### src/rtl/psx_pad_responder.sv
// PSX pad end: decodes host CMD and returns pad bytes on DAT, LSB first; input latency SYNC_STAGES+1 clk.
// No backpressure: the host paces bits, and the pad holds the host between bytes only through ack_n.
module psx_pad_responder #(
  parameter int ACK_DELAY   = 4,
  parameter int ACK_WIDTH   = 4,
  parameter int SYNC_STAGES = 2
) (
  input  logic        clk,
  input  logic        rst,
  input  logic        att_n,
  input  logic        psx_clk,
  input  logic        cmd,
  input  logic [15:0] buttons,
  input  logic        analog_mode,
  input  logic [7:0]  stick_rx,
  input  logic [7:0]  stick_ry,
  input  logic [7:0]  stick_lx,
  input  logic [7:0]  stick_ly,
  output logic        dat,
  output logic        ack_n,
  output logic [3:0]  byte_idx,
  output logic [7:0]  rx_byte,
  output logic        rx_valid,
  output logic        frame_done,
  output logic        err
);
  typedef enum logic [2:0] {IDLE, SHIFT, ACK_WAIT, ACK_PULSE, TAIL, IGNORE} state_t;

  localparam logic [15:0] DELAY_LAST = 16'(ACK_DELAY - 1);
  localparam logic [15:0] WIDTH_LAST = 16'(ACK_WIDTH - 1);

  logic [SYNC_STAGES-1:0] att_sync, clk_sync, cmd_sync;
  logic                   att_prev, clk_prev;
  logic                   att_s, clk_s, cmd_s;
  logic                   att_fall, att_rise, clk_fall, clk_rise;

  always_ff @(posedge clk or posedge rst) begin
    if (rst) begin
      att_sync <= '1;
      clk_sync <= '1;
      cmd_sync <= '1;
      att_prev <= 1'b1;
      clk_prev <= 1'b1;
    end else begin
      att_sync <= {att_sync[SYNC_STAGES-2:0], att_n};
      clk_sync <= {clk_sync[SYNC_STAGES-2:0], psx_clk};
      cmd_sync <= {cmd_sync[SYNC_STAGES-2:0], cmd};
      att_prev <= att_s;
      clk_prev <= clk_s;
    end
  end

  assign att_s    = att_sync[SYNC_STAGES-1];
  assign clk_s    = clk_sync[SYNC_STAGES-1];
  assign cmd_s    = cmd_sync[SYNC_STAGES-1];
  assign att_fall = att_prev & ~att_s;
  assign att_rise = ~att_prev & att_s;
  assign clk_fall = clk_prev & ~clk_s;
  assign clk_rise = ~clk_prev & clk_s;

  state_t      state;
  logic [2:0]  bit_cnt;
  logic [6:0]  rx_sr;
  logic [15:0] cnt;
  logic        analog_q;
  logic [15:0] btn_q;
  logic [31:0] stick_q;
  logic [7:0]  rx_next, cur_tx, nxt_tx;
  logic [3:0]  last_idx;

  function automatic logic [7:0] pad_byte(input logic [3:0] idx, input logic an,
                                          input logic [15:0] btn, input logic [31:0] st);
    case (idx)
      4'd0:    pad_byte = 8'hFF;
      4'd1:    pad_byte = an ? 8'h73 : 8'h41;
      4'd2:    pad_byte = 8'h5A;
      4'd3:    pad_byte = ~btn[7:0];
      4'd4:    pad_byte = ~btn[15:8];
      4'd5:    pad_byte = st[31:24];
      4'd6:    pad_byte = st[23:16];
      4'd7:    pad_byte = st[15:8];
      4'd8:    pad_byte = st[7:0];
      default: pad_byte = 8'hFF;
    endcase
  endfunction

  assign rx_next  = {cmd_s, rx_sr};
  assign cur_tx   = pad_byte(byte_idx, analog_q, btn_q, stick_q);
  assign nxt_tx   = pad_byte(byte_idx + 4'd1, analog_q, btn_q, stick_q);
  assign last_idx = analog_q ? 4'd8 : 4'd4;

  always_ff @(posedge clk or posedge rst) begin
    if (rst) begin
      state      <= IDLE;
      dat        <= 1'b1;
      ack_n      <= 1'b1;
      byte_idx   <= 4'd0;
      rx_byte    <= 8'h00;
      rx_valid   <= 1'b0;
      frame_done <= 1'b0;
      err        <= 1'b0;
      bit_cnt    <= 3'd0;
      rx_sr      <= 7'd0;
      cnt        <= 16'd0;
      analog_q   <= 1'b0;
      btn_q      <= 16'd0;
      stick_q    <= 32'd0;
    end else begin
      rx_valid   <= 1'b0;
      frame_done <= 1'b0;
      err        <= 1'b0;
      // Deselect overrides everything; abandoning an unfinished frame is an error.
      if (att_rise) begin
        state    <= IDLE;
        dat      <= 1'b1;
        ack_n    <= 1'b1;
        byte_idx <= 4'd0;
        if (state inside {SHIFT, ACK_WAIT, ACK_PULSE}) err <= 1'b1;
      end else begin
        case (state)
          IDLE: if (att_fall) begin
            state    <= SHIFT;
            analog_q <= analog_mode;
            bit_cnt  <= 3'd0;
            byte_idx <= 4'd0;
            dat      <= 1'b1;
          end
          SHIFT: if (clk_rise) begin
            rx_sr   <= rx_next[7:1];
            bit_cnt <= bit_cnt + 3'd1;
            if (bit_cnt == 3'd7) begin
              rx_byte  <= rx_next;
              rx_valid <= 1'b1;
              if (byte_idx == 4'd2) begin
                btn_q   <= buttons;
                stick_q <= {stick_rx, stick_ry, stick_lx, stick_ly};
              end
              if ((byte_idx == 4'd0 && rx_next != 8'h01) ||
                  (byte_idx == 4'd1 && rx_next != 8'h42)) begin
                err   <= 1'b1;
                state <= IGNORE;
                dat   <= 1'b1;
              end else if (byte_idx == last_idx) begin
                frame_done <= 1'b1;
                state      <= TAIL;
                dat        <= 1'b1;
              end else begin
                state <= ACK_WAIT;
                cnt   <= 16'd0;
              end
            end
          end else if (clk_fall) begin
            dat <= cur_tx[bit_cnt];
          end
          ACK_WAIT: if (clk_rise || clk_fall) begin
            err   <= 1'b1;
            state <= IGNORE;
            dat   <= 1'b1;
          end else if (cnt == DELAY_LAST) begin
            state <= ACK_PULSE;
            ack_n <= 1'b0;
            cnt   <= 16'd0;
          end else begin
            cnt <= cnt + 16'd1;
          end
          ACK_PULSE: if (clk_rise || clk_fall) begin
            err   <= 1'b1;
            state <= IGNORE;
            dat   <= 1'b1;
            ack_n <= 1'b1;
          end else if (cnt == WIDTH_LAST) begin
            state    <= SHIFT;
            ack_n    <= 1'b1;
            byte_idx <= byte_idx + 4'd1;
            bit_cnt  <= 3'd0;
            dat      <= nxt_tx[0];
          end else begin
            cnt <= cnt + 16'd1;
          end
          TAIL, IGNORE: begin
            dat   <= 1'b1;
            ack_n <= 1'b1;
          end
          default: state <= IDLE;
        endcase
      end
    end
  end
endmodule

### config.mk
export PLATFORM = sky130hd
export DESIGN_NAME = psx_pad_responder
export DESIGN_NICKNAME = d
export VERILOG_FILES = /design/src/rtl/psx_pad_responder.sv
export SDC_FILE = /design/constraint.sdc
export NUM_CORES = 1
export LEC_CHECK = 0
export ABC_AREA = 1
export BUFFER_PORTS_ARGS = -buffer_cell sky130_fd_sc_hd__clkbuf_2
export CORE_ASPECT_RATIO = 0.7
export CORE_MARGIN = 3
export CORE_UTILIZATION = 30
export CTS_BUF_LIST = sky130_fd_sc_hd__clkbuf_16
export CTS_CLUSTER_DIAMETER = 30
export DETAILED_ROUTE_END_ITERATION = 12
export PLACE_DENSITY = 0.54
export SKIP_LAST_GASP = 1
export SLEW_MARGIN = 5
export SYNTH_ARGS = -nofsm -noshare
export SYNTH_HDL_FRONTEND = slang
export SYNTH_SLANG_ARGS = --single-unit
### constraint.sdc
create_clock -name clk -period 4.4 [get_ports clk]
set_input_delay 0.88 -clock clk [delete_from_list [all_inputs] [get_ports clk]]
set_output_delay 0.88 -clock clk [all_outputs]
set_load 0.03 [all_outputs]
### Word level (Yosys, flattened, before mapping)

Cells that the tools add are included.

| storage, ports and cells | value |
|---|---|
| input bits | 54 |
| word-level logic and storage cells | 176 |
| bits in registers | 103 |
| output and inout port bits | 17 |

| operators by class | value |
|---|---|
| eq/ne operators | 49 |
| reduce and logical (&&, ||, !) cells | 23 |
| add/subtract/negate cells | 3 |
| bitwise logic cells | 11 |
| $lt $le $gt $ge | 1 |
| multiplexer cells | 70 |

Operators by type and width:

| cell | count |
|---|---|
| 2-to-1 mux 16 bit | 8 |
| case mux 8 bit (8 select lines) | 1 |
| case mux 16 bit (3 select lines) | 1 |
| 2-to-1 mux 3 bit | 14 |
| == test 4 x 3 -> 1 bit, second input constant | 8 |
| 2-to-1 mux 1 bit | 32 |
| 2-to-1 mux 4 bit | 5 |
| adder 16 x 1 -> 16 bit, second input constant | 1 |
| == test 16 x 2 -> 1 bit, second input constant | 1 |
| == test 4 x 2 -> 1 bit, second input constant | 4 |
| != test 2 bit, second input constant | 8 |
| NOT 8 bit | 2 |
| case mux 3 bit (5 select lines) | 1 |
| != test 3 x 2 -> 1 bit, second input constant | 4 |
| != test 3 bit, second input constant | 4 |
| AND reduction 4 bit | 3 |
| AND reduction 6 bit | 2 |
| == test 3 bit, second input constant | 3 |
| case mux 3 bit (3 select lines) | 1 |
| AND reduction 9 bit | 1 |
| nonzero test 3 bit | 3 |
| == test 4 x 1 -> 1 bit, second input constant | 2 |
| == test 4 bit, second input constant | 2 |
| != test 4 x 2 -> 1 bit, second input constant | 2 |
| 31 further kinds | 44 |

### Depth between registers and ports, before layout

| depth | value |
|---|---|
| depth in word-level cells | 8 |
| mapped depth | 15 |
| gate-level depth less buffers | 14 |

### Worst setup path after synthesis

No wires, ideal clock.

| timing path | value |
|---|---|
| path type | flip-flop to flip-flop |
| start | reg byte_idx[0] |
| end | reg cnt[13] |
| path slack | 2,237 ps |
| setup time | 76 ps |
| arrival | 2,087 ps |
| cell stages (with the launch flop) | 14 |
| clock period less this slack | 2,163 ps |
| data required time | 4,324 ps |
| buffers on the path | 2 |
| path through | dfrtp_1 -> inv_1 -> ha_1 -> buf_2 -> inv_1 -> nor3_1 -> o21ai_0 -> nand3_1 -> nand2_1 -> nand2_1 -> nor2_4 -> buf_4 -> o2111ai_1 -> o21ai_1 |

| on the way | value |
|---|---|
| longest elaborated chain between the ends | 5 |
| elaborated cells on any way between the ends | 9 |
| classes of those cells | eq/ne: 4; reduce/logical: 5 |

RTL lines:

| item | line | source |
|---|---|---|
| start, declared | 21 | `output logic [3:0] byte_idx,` |
| start signal, assigned | 174 | `byte_idx <= byte_idx + 4'd1;` |
| == test 4 x 1 -> 1 bit / logical NOT 4 bit (equally long branches) | 139, 138 |  |
| logical AND 1 bit, on equally long branches | 139, 138 |  |
| logical OR 1 bit | 138 | `if ((byte_idx == 4'd0 && rx_next != 8'h01) \|\|` |
| != test 2 bit (no line) | - |  |
| AND reduction 9 bit (no line) (*) | - |  |
| end signal, assigned | 164 | `cnt <= cnt + 16'd1;` |
| end signal, assigned | 178 | `cnt <= cnt + 16'd1;` |
| end, declared | 64 | `logic [15:0] cnt;` |

Every way passes the cells marked *; elsewhere a longest branch is shown, timed or not.
A chain may end at the register's enable or synchronous reset.

### Worst setup path in the final report

| timing path | value |
|---|---|
| start | reg att_prev |
| end | reg btn_q[8] |

| on the way | value |
|---|---|
| longest elaborated chain between the ends | 4 |

RTL lines:

| item | line | source |
|---|---|---|
| start, declared | 33 | `logic att_prev, clk_prev;` |
| start signal, assigned | 48 | `att_prev <= att_s;` |
| NOT 1 bit | 57 | `assign att_rise = ~att_prev & att_s;` |
| bitwise AND 1 bit | 57 |  |
| NOT 1 bit (no line) | - |  |
| AND reduction 5 bit (no line) | - |  |
| end signal, assigned | 135 | `btn_q <= buttons;` |
| end, declared | 66 | `logic [15:0] btn_q;` |

Every way passes these cells.

==> results.json <==
{
  "status": "finished clean",
  "worstHoldStart": "clk_sync[0]",
  "area_delta_synth_final_pct": 14.1,
  "drtPass1Iterations": 5,
  "busiest_layer": "met1",
  "total_power_uw": 2610,
  "relSlewSlack_pct": 39.5,
  "grt_pass1_wl_um": 24600,
  "grt_max_degree": 72,
  "cts_tree": "built",
  "antenna_found_initial": 0,
  "path_cells": "inv_1 > ha_1 > inv_2 > nand2_1 > nor2_8 > inv_2 > nor2_4 > nand3_4 > buf_4 > nor2_1 > a21oi_2",
  "drcViolationCount": 0,
  "comb_power_share_pct": 25.8,
  "clock-sinks": 103,
  "instances_no_fill": 960,
  "finalClockSkew_ps": 18.8,
  "cts_buffers": 9,
  "die-area_um2": 20900,
  "io_pins": 71,
  "drive_gt1_share_pct": 23.2,
  "worst_ir_drop_vdd_uv": 251,
  "place_congestion": 0.870,
  "p_seq_share_pct": 43.2,
  "grt_pass1_vias": 4471,
  "use_met2_pct": 19.7,
  "grtUsageMet3_pct": 3.11,
  "ctsResizeCount": 0,
  "arrival_ps": 3340,
  "numPlacedInstances": 944,
  "syn_inst": 657,
  "die_x_um": 171,
  "power_density_nw_per_um2": 398,
  "crit_type": "flip-flop to flip-flop",
  "final_nets": 788,
  "gr-total-overflow": 0,
  "n_antenna_cell": 0,
  "drv_slew": 0,
  "cts_max_path_buffers": 2,
  "holdCritPathClass": "flip-flop to flip-flop",
  "cp-start-kind": "flip-flop",
  "required_ps": 4620,
  "synth_nets": 726,
  "period_needed_ps": 3120,
  "place_ws_ps": 1260,
  "wl_per_cell_um": 15.7,
  "clock.fmax_mhz": 321,
  "io_buffers": 70,
  "setup.worst_path.start": "att_prev",
  "switchingPower_uw": 919,
  "finalSetupTns_ps": 0,
  "avgSynthCellArea_um2": 8.75,
  "grtUsageMet1_pct": 25.2,
  "reg2reg_from": "att_prev",
  "crit_slowest_cell": "nand3_4",
  "yosys.area.top_type": "dfrtp_1",
  "hold_ws_ps": 357,
  "cap_viol_max_count": 0,
  "yosysWarnings": 0,
  "core_region_area_um2": 18400,
  "p_leak_uw": 0.00317,
  "root_buffer": "clkbuf_16",
  "tightest_slew_ps": 907,
  "routed_wl_um": 15100,
  "vias_per_cell": 4.84,
  "critical_path.max_fanout": 48,
  "synthTopCellsByCount": "116 x nand2_1, 93 x dfrtp_1, 69 x inv_1, 67 x nor2_1, 62 x nand3_1",
  "setup_viol": 0,
  "vias": 4651,
  "ys_seq_elements": 103,
  "switching_share_pct": 35.3,
  "die_y_um": 122,
  "rows": 41,
  "setup_ws_ps": 1280,
  "synth_area_um2": 5750,
  "hold_viol_final": 0,
  "post-route-period-util_pct": 70.8,
  "power_frac_clock_pct": 31.0,
  "async_reset_ff_share_pct": 100,
  "synth_area_leaders": "dfrtp_1 40%, mux2_4 7.6%, nand2_1 7.6%, nand3_1 5.4%, dfstp_2 4.6%",
  "place_hpwl_um": 11200,
  "cts_max_level": 3,
  "intPower_uw": 1690,
  "rsz0062_at_grt": "no",
  "drt-initial-drc-count": 396,
  "synthFlopType": "dfrtp_1",
  "initial_utilization_pct": 31.2,
  "clk-insertion-delay-late_ps": 360,
  "cp_common_cell": "inv_2",
  "ys_types": 42,
  "grtUsageTotal_pct": 15.1,
  "cts_post_setup_buffers_inserted": 0,
  "antenna_left": 0,
  "synth_top_area_share_pct": 40.5,
  "ys_seq_area_share_pct": 45.0,
  "yosysMostFrequentCell": "nand2_1",
  "synth_edf_count": 0,
  "critPathMaxStageDelay_ps": 620,
  "cts_hold_buffers": 0,
  "end_kind": "flip-flop",
  "clk_pin_slew_worst_paths_ps": 70
}
[power groups by stage]
stage               Clock, uW  Combinational, uW  Sequential [uW]
floorplan                   0                478             1130
global route              872                765             1140
global placement            0                668             1140
finish                    809                672             1130
detailed placement          0                668             1140
CTS                       837                671             1130
[critical path: cells and delay by family (launching register included)]
| kind | cells | cell delay [ps] |
|---|---|---|
| compound gates | 1 | 50 |
| fa+ha+maj | 1 | 270 |
| buf+inv | 4 | 760 |
| flops | 1 | 540 |
| simple gates | 5 | 1300 |
[cell families after synthesis]
family	after synthesis	synth area share, %
compound gates	100	10.6
mux	29	7.57
buf+inv	98	7.72
simple gates	303	24.4
xor+xnor	9	1.37
fa+ha+maj	15	3.26
flops	103	45.0
[placed cells by master, fill, tap and decap left out, types with 6 or more instances in the layout]
| cell | n |
|---|---|
| nand2_1 | 116 |
| dfrtp_1 | 93 |
| inv_1 | 70 |
| clkbuf_2 | 70 |
| nor2_1 | 67 |
| nand3_1 | 62 |
| o21ai_0 | 48 |
| mux2_4 | 29 |
| nand4_1 | 23 |
| a21oi_1 | 16 |
| a21oi_2 | 16 |
| ha_1 | 15 |
| dfstp_2 | 10 |
| nor3_1 | 9 |
| nor2_2 | 9 |
| clkbuf_16 | 9 |
| xor2_1 | 8 |
| inv_2 | 6 |
| nor4_1 | 6 |
[cell type report]
| type | count | area [um^2] |
|---|---|---|
| clock buffer | 9 | 225 |
| clock inverter | 7 | 67.6 |
| fill | 1896 | 11900 |
| inverter | 75 | 284 |
| multi-input combinational | 456 | 2720 |
| sequential | 103 | 2590 |
| tap | 236 | 295 |
| timing repair buffer | 74 | 380 |
[stage by stage]
| step | utilization (%) | instance area [um^2] |
|---|---|---|
| floorplan | - | 5750 |
| global placement | 34.0 | 6270 |
| detailed placement | 34.0 | 6270 |
| CTS | 35.6 | 6560 |
| global route | 35.6 | 6560 |
| finish | 35.6 | 6560 |
[layer usage]
metal	up-vias	routed length (um)
met3	5	1070
li1	2321	-
met2	143	5620
met5	-	0
met1	2182	8300
met4	0	89
[worst paths after layout]
check / slack (ps) / endpoint / cells after the start
hold reg to reg: 360 / clk_sync[1] / 0
hold / removal: 360 / clk_sync[1] / 0
min in group asynchronous: 720 / cnt[3] / 2
max in group asynchronous: 2880 / btn_q[2] / 3
setup / recovery: 1280 / btn_q[8] / 11
setup reg to reg: 1280 / btn_q[8] / 11
[registers in the layout, indices dropped and copies added, names as in the netlist, 2 cells and up]
signal,count
clk_sync,2
state,3
rx_sr,7
bit_cnt,3
byte_idx,4
cnt,16
stick_q,32
cmd_sync,2
rx_byte,8
att_sync,2
btn_q,16
Power figures use the tool's default switching activity.
